## config.mk

```make
export PLATFORM = sky130hd
export DESIGN_NAME = pipe_latch_flat
export DESIGN_NICKNAME = d
export VERILOG_FILES = /design/src/rtl/pipe_latch_if.sv /design/src/rtl/pipe_latch.sv /design/src/flat_wrapper.sv
export SDC_FILE = /design/constraint.sdc
export NUM_CORES = 1
export LEC_CHECK = 0
export CAP_MARGIN = 20
export CORE_MARGIN = 2
export CORE_UTILIZATION = 40
export CTS_CLUSTER_DIAMETER = 200
export CTS_CLUSTER_SIZE = 8
export DETAILED_ROUTE_END_ITERATION = 10
export GPL_ROUTABILITY_DRIVEN = 0
export PLACE_DENSITY = 0.87
export SLEW_MARGIN = 20
export SYNTH_ARGS = -nofsm -noshare
export SYNTH_HDL_FRONTEND = slang
export SYNTH_SLANG_ARGS = --single-unit
```

## constraint.sdc

```tcl
create_clock -name clk -period 6.4 [get_ports clk]
set_input_delay 1.92 -clock clk [delete_from_list [all_inputs] [get_ports clk]]
set_output_delay 1.92 -clock clk [all_outputs]
set_load 0.05 [all_outputs]
```

## src/rtl/pipe_latch_if.sv

```systemverilog
// Valid/ready bus carrying one pipeline entry (control bundle + payload).
// The master drives valid/ctrl/data; the slave drives ready.
interface pipe_latch_if #(
  parameter int DATA_W = 32,
  parameter int CTRL_W = 2
);
  logic              valid;
  logic              ready;
  logic [CTRL_W-1:0] ctrl;
  logic [DATA_W-1:0] data;

  modport master (output valid, output ctrl, output data, input ready);
  modport slave  (input valid, input ctrl, input data, output ready);
endinterface

```

## src/rtl/pipe_latch.sv

```systemverilog
// Pipeline latch between two stages, with a stall-cycle counter and flush.
// Define PIPE_LATCH_SKID_EN for a two-entry skid buffer with registered in_ready;
// otherwise a single register whose in_ready is combinational from out_ready.
module pipe_latch #(
  parameter int DATA_W = 32,
  parameter int CTRL_W = 2,
  parameter int CNT_W  = 16
) (
  input  logic             clk,
  input  logic             rst,
  input  logic             flush,
  pipe_latch_if.slave      in_bus,
  pipe_latch_if.master     out_bus,
  output logic [CNT_W-1:0] stall_cnt
);

  function automatic logic [CNT_W-1:0] sat_inc(input logic [CNT_W-1:0] v);
    return (v == {CNT_W{1'b1}}) ? v : v + 1'b1;
  endfunction

  logic              in_fire;
  logic              out_fire;
  logic              out_valid;
  logic [DATA_W-1:0] main_data_q;
  logic [CTRL_W-1:0] main_ctrl_q;

  assign in_fire  = in_bus.valid & in_bus.ready & ~flush;
  assign out_fire = out_valid & out_bus.ready & ~flush;

`ifdef PIPE_LATCH_SKID_EN
  typedef enum logic [1:0] {EMPTY, ONE, TWO} state_t;

  state_t            state_q, state_d;
  logic              in_ready_q, in_ready_d;
  logic [DATA_W-1:0] skid_data_q;
  logic [CTRL_W-1:0] skid_ctrl_q;

  always_ff @(posedge clk or posedge rst) begin
    if (rst) begin
      state_q    <= EMPTY;
      in_ready_q <= 1'b0;
    end else begin
      state_q    <= state_d;
      in_ready_q <= in_ready_d;
    end
  end

  always_comb begin
    state_d = state_q;
    if (flush) begin
      state_d = EMPTY;
    end else begin
      case (state_q)
        EMPTY:   if (in_fire) state_d = ONE;
        ONE: begin
          if (in_fire && !out_fire)      state_d = TWO;
          else if (!in_fire && out_fire) state_d = EMPTY;
        end
        TWO:     if (out_fire) state_d = ONE;
        default: state_d = EMPTY;
      endcase
    end
  end

  always_comb begin
    out_valid  = (state_q != EMPTY);
    in_ready_d = (state_d != TWO);
  end

  assign in_bus.ready = in_ready_q;

  // The main register always holds the oldest entry; the skid register only fills
  // when an entry arrives while the main one is stalled.
  always_ff @(posedge clk) begin
    if ((state_q == EMPTY && in_fire) || (state_q == ONE && in_fire && out_fire)) begin
      main_data_q <= in_bus.data;
      main_ctrl_q <= in_bus.ctrl;
    end else if (state_q == TWO && out_fire) begin
      main_data_q <= skid_data_q;
      main_ctrl_q <= skid_ctrl_q;
    end
    if (state_q == ONE && in_fire && !out_fire) begin
      skid_data_q <= in_bus.data;
      skid_ctrl_q <= in_bus.ctrl;
    end
  end
`else
  logic valid_q, valid_d;

  always_comb begin
    valid_d = valid_q;
    if (flush)         valid_d = 1'b0;
    else if (in_fire)  valid_d = 1'b1;
    else if (out_fire) valid_d = 1'b0;
  end

  always_ff @(posedge clk or posedge rst) begin
    if (rst) valid_q <= 1'b0;
    else     valid_q <= valid_d;
  end

  assign out_valid    = valid_q;
  assign in_bus.ready = ~rst & (~valid_q | out_bus.ready);

  always_ff @(posedge clk) begin
    if (in_fire) begin
      main_data_q <= in_bus.data;
      main_ctrl_q <= in_bus.ctrl;
    end
  end
`endif

  logic [CNT_W-1:0] stall_q, stall_d;

  always_comb begin
    stall_d = stall_q;
    if (out_valid && !out_bus.ready && !flush) stall_d = sat_inc(stall_q);
  end

  always_ff @(posedge clk or posedge rst) begin
    if (rst) stall_q <= '0;
    else     stall_q <= stall_d;
  end

  assign stall_cnt = stall_q;

  // Bubbles must never carry reg_write/mem_to_reg downstream.
  assign out_bus.valid = out_valid;
  assign out_bus.ctrl  = out_valid ? main_ctrl_q : '0;
  assign out_bus.data  = main_data_q;

endmodule
```

## src/flat_wrapper.sv

```systemverilog
// flat-port wrapper written by rule: the top's interface ports become plain ports
module pipe_latch_flat 
#(
  parameter int DATA_W = 32,
  parameter int CTRL_W = 2,
  parameter int CNT_W  = 16
)
  (clk, rst, flush, stall_cnt, in_bus_valid, in_bus_ctrl, in_bus_data, in_bus_ready, out_bus_valid, out_bus_ctrl, out_bus_data, out_bus_ready);
  pipe_latch_if #(.DATA_W(DATA_W), .CTRL_W(CTRL_W)) in_bus_i ();
  pipe_latch_if #(.DATA_W(DATA_W), .CTRL_W(CTRL_W)) out_bus_i ();
  input  logic clk;
  input  logic rst;
  input  logic flush;
  output logic [CNT_W-1:0] stall_cnt;
  input wire logic [$bits(in_bus_i.valid)-1:0] in_bus_valid;
  input wire logic [$bits(in_bus_i.ctrl)-1:0] in_bus_ctrl;
  input wire logic [$bits(in_bus_i.data)-1:0] in_bus_data;
  output wire logic [$bits(in_bus_i.ready)-1:0] in_bus_ready;
  output wire logic [$bits(out_bus_i.valid)-1:0] out_bus_valid;
  output wire logic [$bits(out_bus_i.ctrl)-1:0] out_bus_ctrl;
  output wire logic [$bits(out_bus_i.data)-1:0] out_bus_data;
  input wire logic [$bits(out_bus_i.ready)-1:0] out_bus_ready;
  assign in_bus_i.valid = in_bus_valid;
  assign in_bus_i.ctrl = in_bus_ctrl;
  assign in_bus_i.data = in_bus_data;
  assign in_bus_ready = in_bus_i.ready;
  assign out_bus_valid = out_bus_i.valid;
  assign out_bus_ctrl = out_bus_i.ctrl;
  assign out_bus_data = out_bus_i.data;
  assign out_bus_i.ready = out_bus_ready;
  pipe_latch #(.DATA_W(DATA_W), .CTRL_W(CTRL_W), .CNT_W(CNT_W)) u_core (.clk(clk), .rst(rst), .flush(flush), .in_bus(in_bus_i), .out_bus(out_bus_i), .stall_cnt(stall_cnt));
endmodule
```

## Word level (Yosys, flattened, before mapping)

Index checks and enable logic that the tools add are counted.

| word-level totals | value |
|---|---|
| input bits | 39 |
| register bits after elaboration | 51 |
| logic and storage cells | 26 |
| output and inout port bits | 52 |

| cells by class | value |
|---|---|
| reductions and logical operators | 6 |
| muxes and demuxes | 4 |
| bitwise gates (word level) | 10 |
| add/subtract/negate cells | 1 |
| eq/ne operators | 1 |

Operator list:

| cell | count |
|---|---|
| $add A16 B1 Y16 const B | 1 |
| $eq A16 B16 Y1 const B | 1 |
| $and A1 B1 Y1 | 5 |
| $not A1 Y1 | 4 |
| $mux W1 | 3 |
| $reduce_bool A3 Y1 | 1 |
| $logic_and A1 B1 Y1 | 2 |
| $logic_not A1 Y1 | 2 |
| $mux W2 | 1 |
| $reduce_and A2 Y1 | 1 |
| $or A1 B1 Y1 | 1 |

## Logic depth before layout (Yosys ltp)

| logic depth | value |
|---|---|
| depth in word-level cells | 7 |
| gate-level depth with buffers | 6 |

## Worst setup path after synthesis

Ideal clock, no wire load.

| timing path | value |
|---|---|
| path type | input-to-reg |
| start point | input port out_bus_ready |
| end point | register u_core.valid_q (netlist: u_core.out_bus.valid) |
| arrival | 6.011 ns |
| library setup time | 0.086 ns |
| cell stages on the path | 3 |
| slack | 0.303 ns |
| cell sequence | nor2b_1 -> nor4b_1 -> or2_2 |

| between the ends | value |
|---|---|
| cells in the longest elaborated chain, start to end | 6 |
| elaborated cells between the ends (all ways) | 9 |

RTL lines:

| item | line | source |
|---|---|---|
| start: declaration | flat_wrapper.sv:22 | `input wire logic [$bits(out_bus_i.ready)-1:0] out_bus_ready;` |
| $or A1 B1 Y1 (*) | pipe_latch.sv:103 | `assign in_bus.ready = ~rst & (~valid_q \| out_bus.ready);` |
| $and A1 B1 Y1 (*) | pipe_latch.sv:103 |  |
| $and A1 B1 Y1 (*) (2 in series) | pipe_latch.sv:27 | `assign in_fire = in_bus.valid & in_bus.ready & ~flush;` |
| via u_core.in_fire | pipe_latch.sv:21 | `logic in_fire;` |
| $mux W1 | pipe_latch.sv:93 | `else if (in_fire) valid_d = 1'b1;` |
| $mux W1 | pipe_latch.sv:92 | `if (flush) valid_d = 1'b0;` |
| end signal: assignment | pipe_latch.sv:99 | `else valid_q <= valid_d;` |
| end: declaration | pipe_latch.sv:88 | `logic valid_q, valid_d;` |

Mark *: on every way through the listed nets, which the timed path passes. The rest lies on a longest branch.
A chain may end at the register's enable or synchronous reset.

## Worst setup path after layout

| timing path | value |
|---|---|
| start point | input port out_bus_ready |
| end point | output port in_bus_ready |

| between the ends | value |
|---|---|
| cells in the longest elaborated chain, start to end | 2 |

RTL lines:

| item | line | source |
|---|---|---|
| $or A1 B1 Y1 | pipe_latch.sv:103 |  |
| $and A1 B1 Y1 | pipe_latch.sv:103 |  |
| end: declaration | flat_wrapper.sv:18 | `output wire logic [$bits(in_bus_i.ready)-1:0] in_bus_ready;` |

No other way between the ends.

==> metrics <==
cts repair resizes=0; pre-CTS setup slack=1080 ps; cell count after synthesis=117; CTS buffer count=5; DP HPWL=3420 µm; Syn. warnings=0; Worst Max-Slew Pin Slew=652 ps; sum of negative setup slack=0 ps; Clock Path Buffers=2; initial antenna violation count=0; antenna cell count=0; PwrDens=248 mW/mm²; most common cell after layout, fill and taps aside=clkdlybuf4s50_1; full die area=~0.0054 mm²; max frequency=188 MHz; clock latency at the later pin of the worst-skew pair=310 ps; share of layout cells above drive strength 1=0.0930; net count of the finished layout=254; peak supply drop=0.157 mV; syn avg cell area=16.4 µm²; Min Hold Slack=about 500 ps; Critical Path End Type=primary output; vias in the first global route=1253; clk slew on worst S/H paths=~90 ps; first-pass GRT wire length=about 6800 µm; Via Count=roughly 1400; # IOs=91; die span in x=about 73 µm; CP Launch Type=input pin; Pre-antenna DRT Iters=4; final-report hold violation count=0; Residual DRC=0; Worst Path Arrival=approximately 3400 ps; clk root buf=clkbuf_8; syn_nets=157; 1st-iter DRT viols=117; most frequent cells in the layout=90 x clkdlybuf4s50_1, 34 x edfxtp_1, 17 x dfrtp_1; post-route ant nets=0; GRT Overall Usage=0.173; leading area contributor after synthesis=edfxtp_1; Slew headroom=0.565; Crit path required time=4480 ps; max-slew violation count=0; Synth Cell Area=0.00192 mm²; non-filler cells, final=between 200 and 300; Pleak=1.14 nW; Synth top area share=0.531; Tmin final=5320 ps; Final Setup Violations=0; number of distinct library cells after synthesis=33; fillers=326; H-tree depth=2; #FFs+latches synth=51; wire per inst=approximately 17 µm; post-CTS setup buffer count=0; Initial Utilization=0.410; grt ovf=0; R2R Setup Slk=4570 ps; Placed Cells=261; crit path kind=input pin to primary output; # hold bufs at CTS=0; PortBufs=90; CTS tree=yes; outcome=finished, final reports clean; routed vias/inst=5.08; Layout Skew=12.3 ps; FP Rows=25; clock sinks=51; CP Max Fanout=3; Chip Height=73.4 µm; core area=between 0.004 and 0.005 mm²; post-synthesis sequential area ratio=0.752; RSZ-0062 raised after global routing=no; area grow syn2layout=56.8%; Area contributors post-synth=edfxtp_1 53%, dfrtp_1 22%, xnor2_1 2.3%; largest net degree at the start of global routing=36; WL final=roughly 4600 µm; # Max-Cap Violations=0; Hold Crit Class=flip-flop to flip-flop; worst setup margin=1080 ps; Final Cycle Share=0.831
-- kinds of logic (layout without fill, tap and decap cells) --
group,Yosys count,count (layout),share of synthesized area
AO/OA/AOI/OAI,10,10,0.0312
XOR/XNOR,10,10,0.0455
adder cells (fa/ha/maj),1,1,0.00650
buffers and inverters,2,100,0.00455
flip-flops,51,51,0.752
multiplexers,4,4,0.0254
AND/OR/NAND/NOR,39,39,0.135
-- synth_stat cells, drive strengths merged --
cell / count
and4: 3
xnor2: 5
a21oi: 2
o21a: 2
nor3: 1
o211ai: 1
or2: 2
nand3: 5
mux2: 4
and2: 2
nor4: 1
o21ai: 3
nor4b: 2
buf: 1
inv: 1
nor2b: 2
and4bb: 1
xor2: 5
dfrtp: 17
edfxtp: 34
ha: 1
and3: 4
nand4: 5
nand2: 5
nor2: 5
or3b: 1
a31oi: 2
-- cell type report --
| class | instances | area [µm²] | share of cell area |
|---|---|---|---|
| sequential | 51 | 1450 | 0.479 |
| multi-input combinational | 64 | 475 | 0.158 |
| inverter | 1 | 3.75 | 0.00124 |
| clock buffer | 5 | 68.8 | 0.0228 |
| clock inverter | 3 | 46.3 | 0.0153 |
| timing repair buffer | 91 | 908 | 0.301 |
| tap | 54 | 67.6 | 0.0224 |
-- metrics by stage --
step           total power [mW]  instance area [µm²]   util
4_1_cts                   0.757                 3020  0.643
5_1_grt                   0.776                 3020  0.643
6_report                  0.749                 3020  0.643
3_3_place_gp              0.528                 2900  0.618
2_1_floorplan             0.470                 1920      -
3_5_place_dp              0.532                 2900  0.618
-- report_power, final --
group	switching (mW)	leakage, nW	internal (mW)
sequential	0.0151	0.545	0.369
combinational	0.0813	0.538	0.0582
clock	0.108	0.0548	0.118
-- registers in the layout, indices dropped and copies added, names as in the netlist --
name                  cells
u_core.main_ctrl_q        2
u_core.stall_cnt         16
u_core.out_bus.valid      1
u_core.out_bus.data      32
-- worst paths after layout --
| check | startpoint | to | depth (start not counted) |
|---|---|---|---|
| min in group asynchronous | rst | u_core.stall_cnt[15] | 2 |
| worst min-delay path | u_core.stall_cnt[10] | u_core.stall_cnt[10] | 1 |
| worst max register to register | u_core.stall_cnt[0] | u_core.stall_cnt[1] | 5 |
| worst min register to register | u_core.stall_cnt[10] | u_core.stall_cnt[10] | 1 |
| worst max-delay path | out_bus_ready | in_bus_ready | 4 |
| max in group asynchronous | rst | u_core.stall_cnt[13] | 2 |
-- critical path, stage by stage --
cell and delay, ps:
clkdlybuf4s50_1 480, nor2b_1 80, nor2_1 100, clkdlybuf4s50_1 820
-- per-layer routing --
| metal | up-vias | track usage | share of wire |
|---|---|---|---|
| met2 | 77 | 0.287 | 0.48 |
| li1 | 637 | - | - |
| met4 | 0 | 0.0667 | 0.018 |
| met5 | - | 0 | 0 |
| met1 | 646 | 0.209 | 0.39 |
| met3 | 6 | 0.0590 | 0.11 |
No activity file was read; power rests on OpenSTA's default activity.
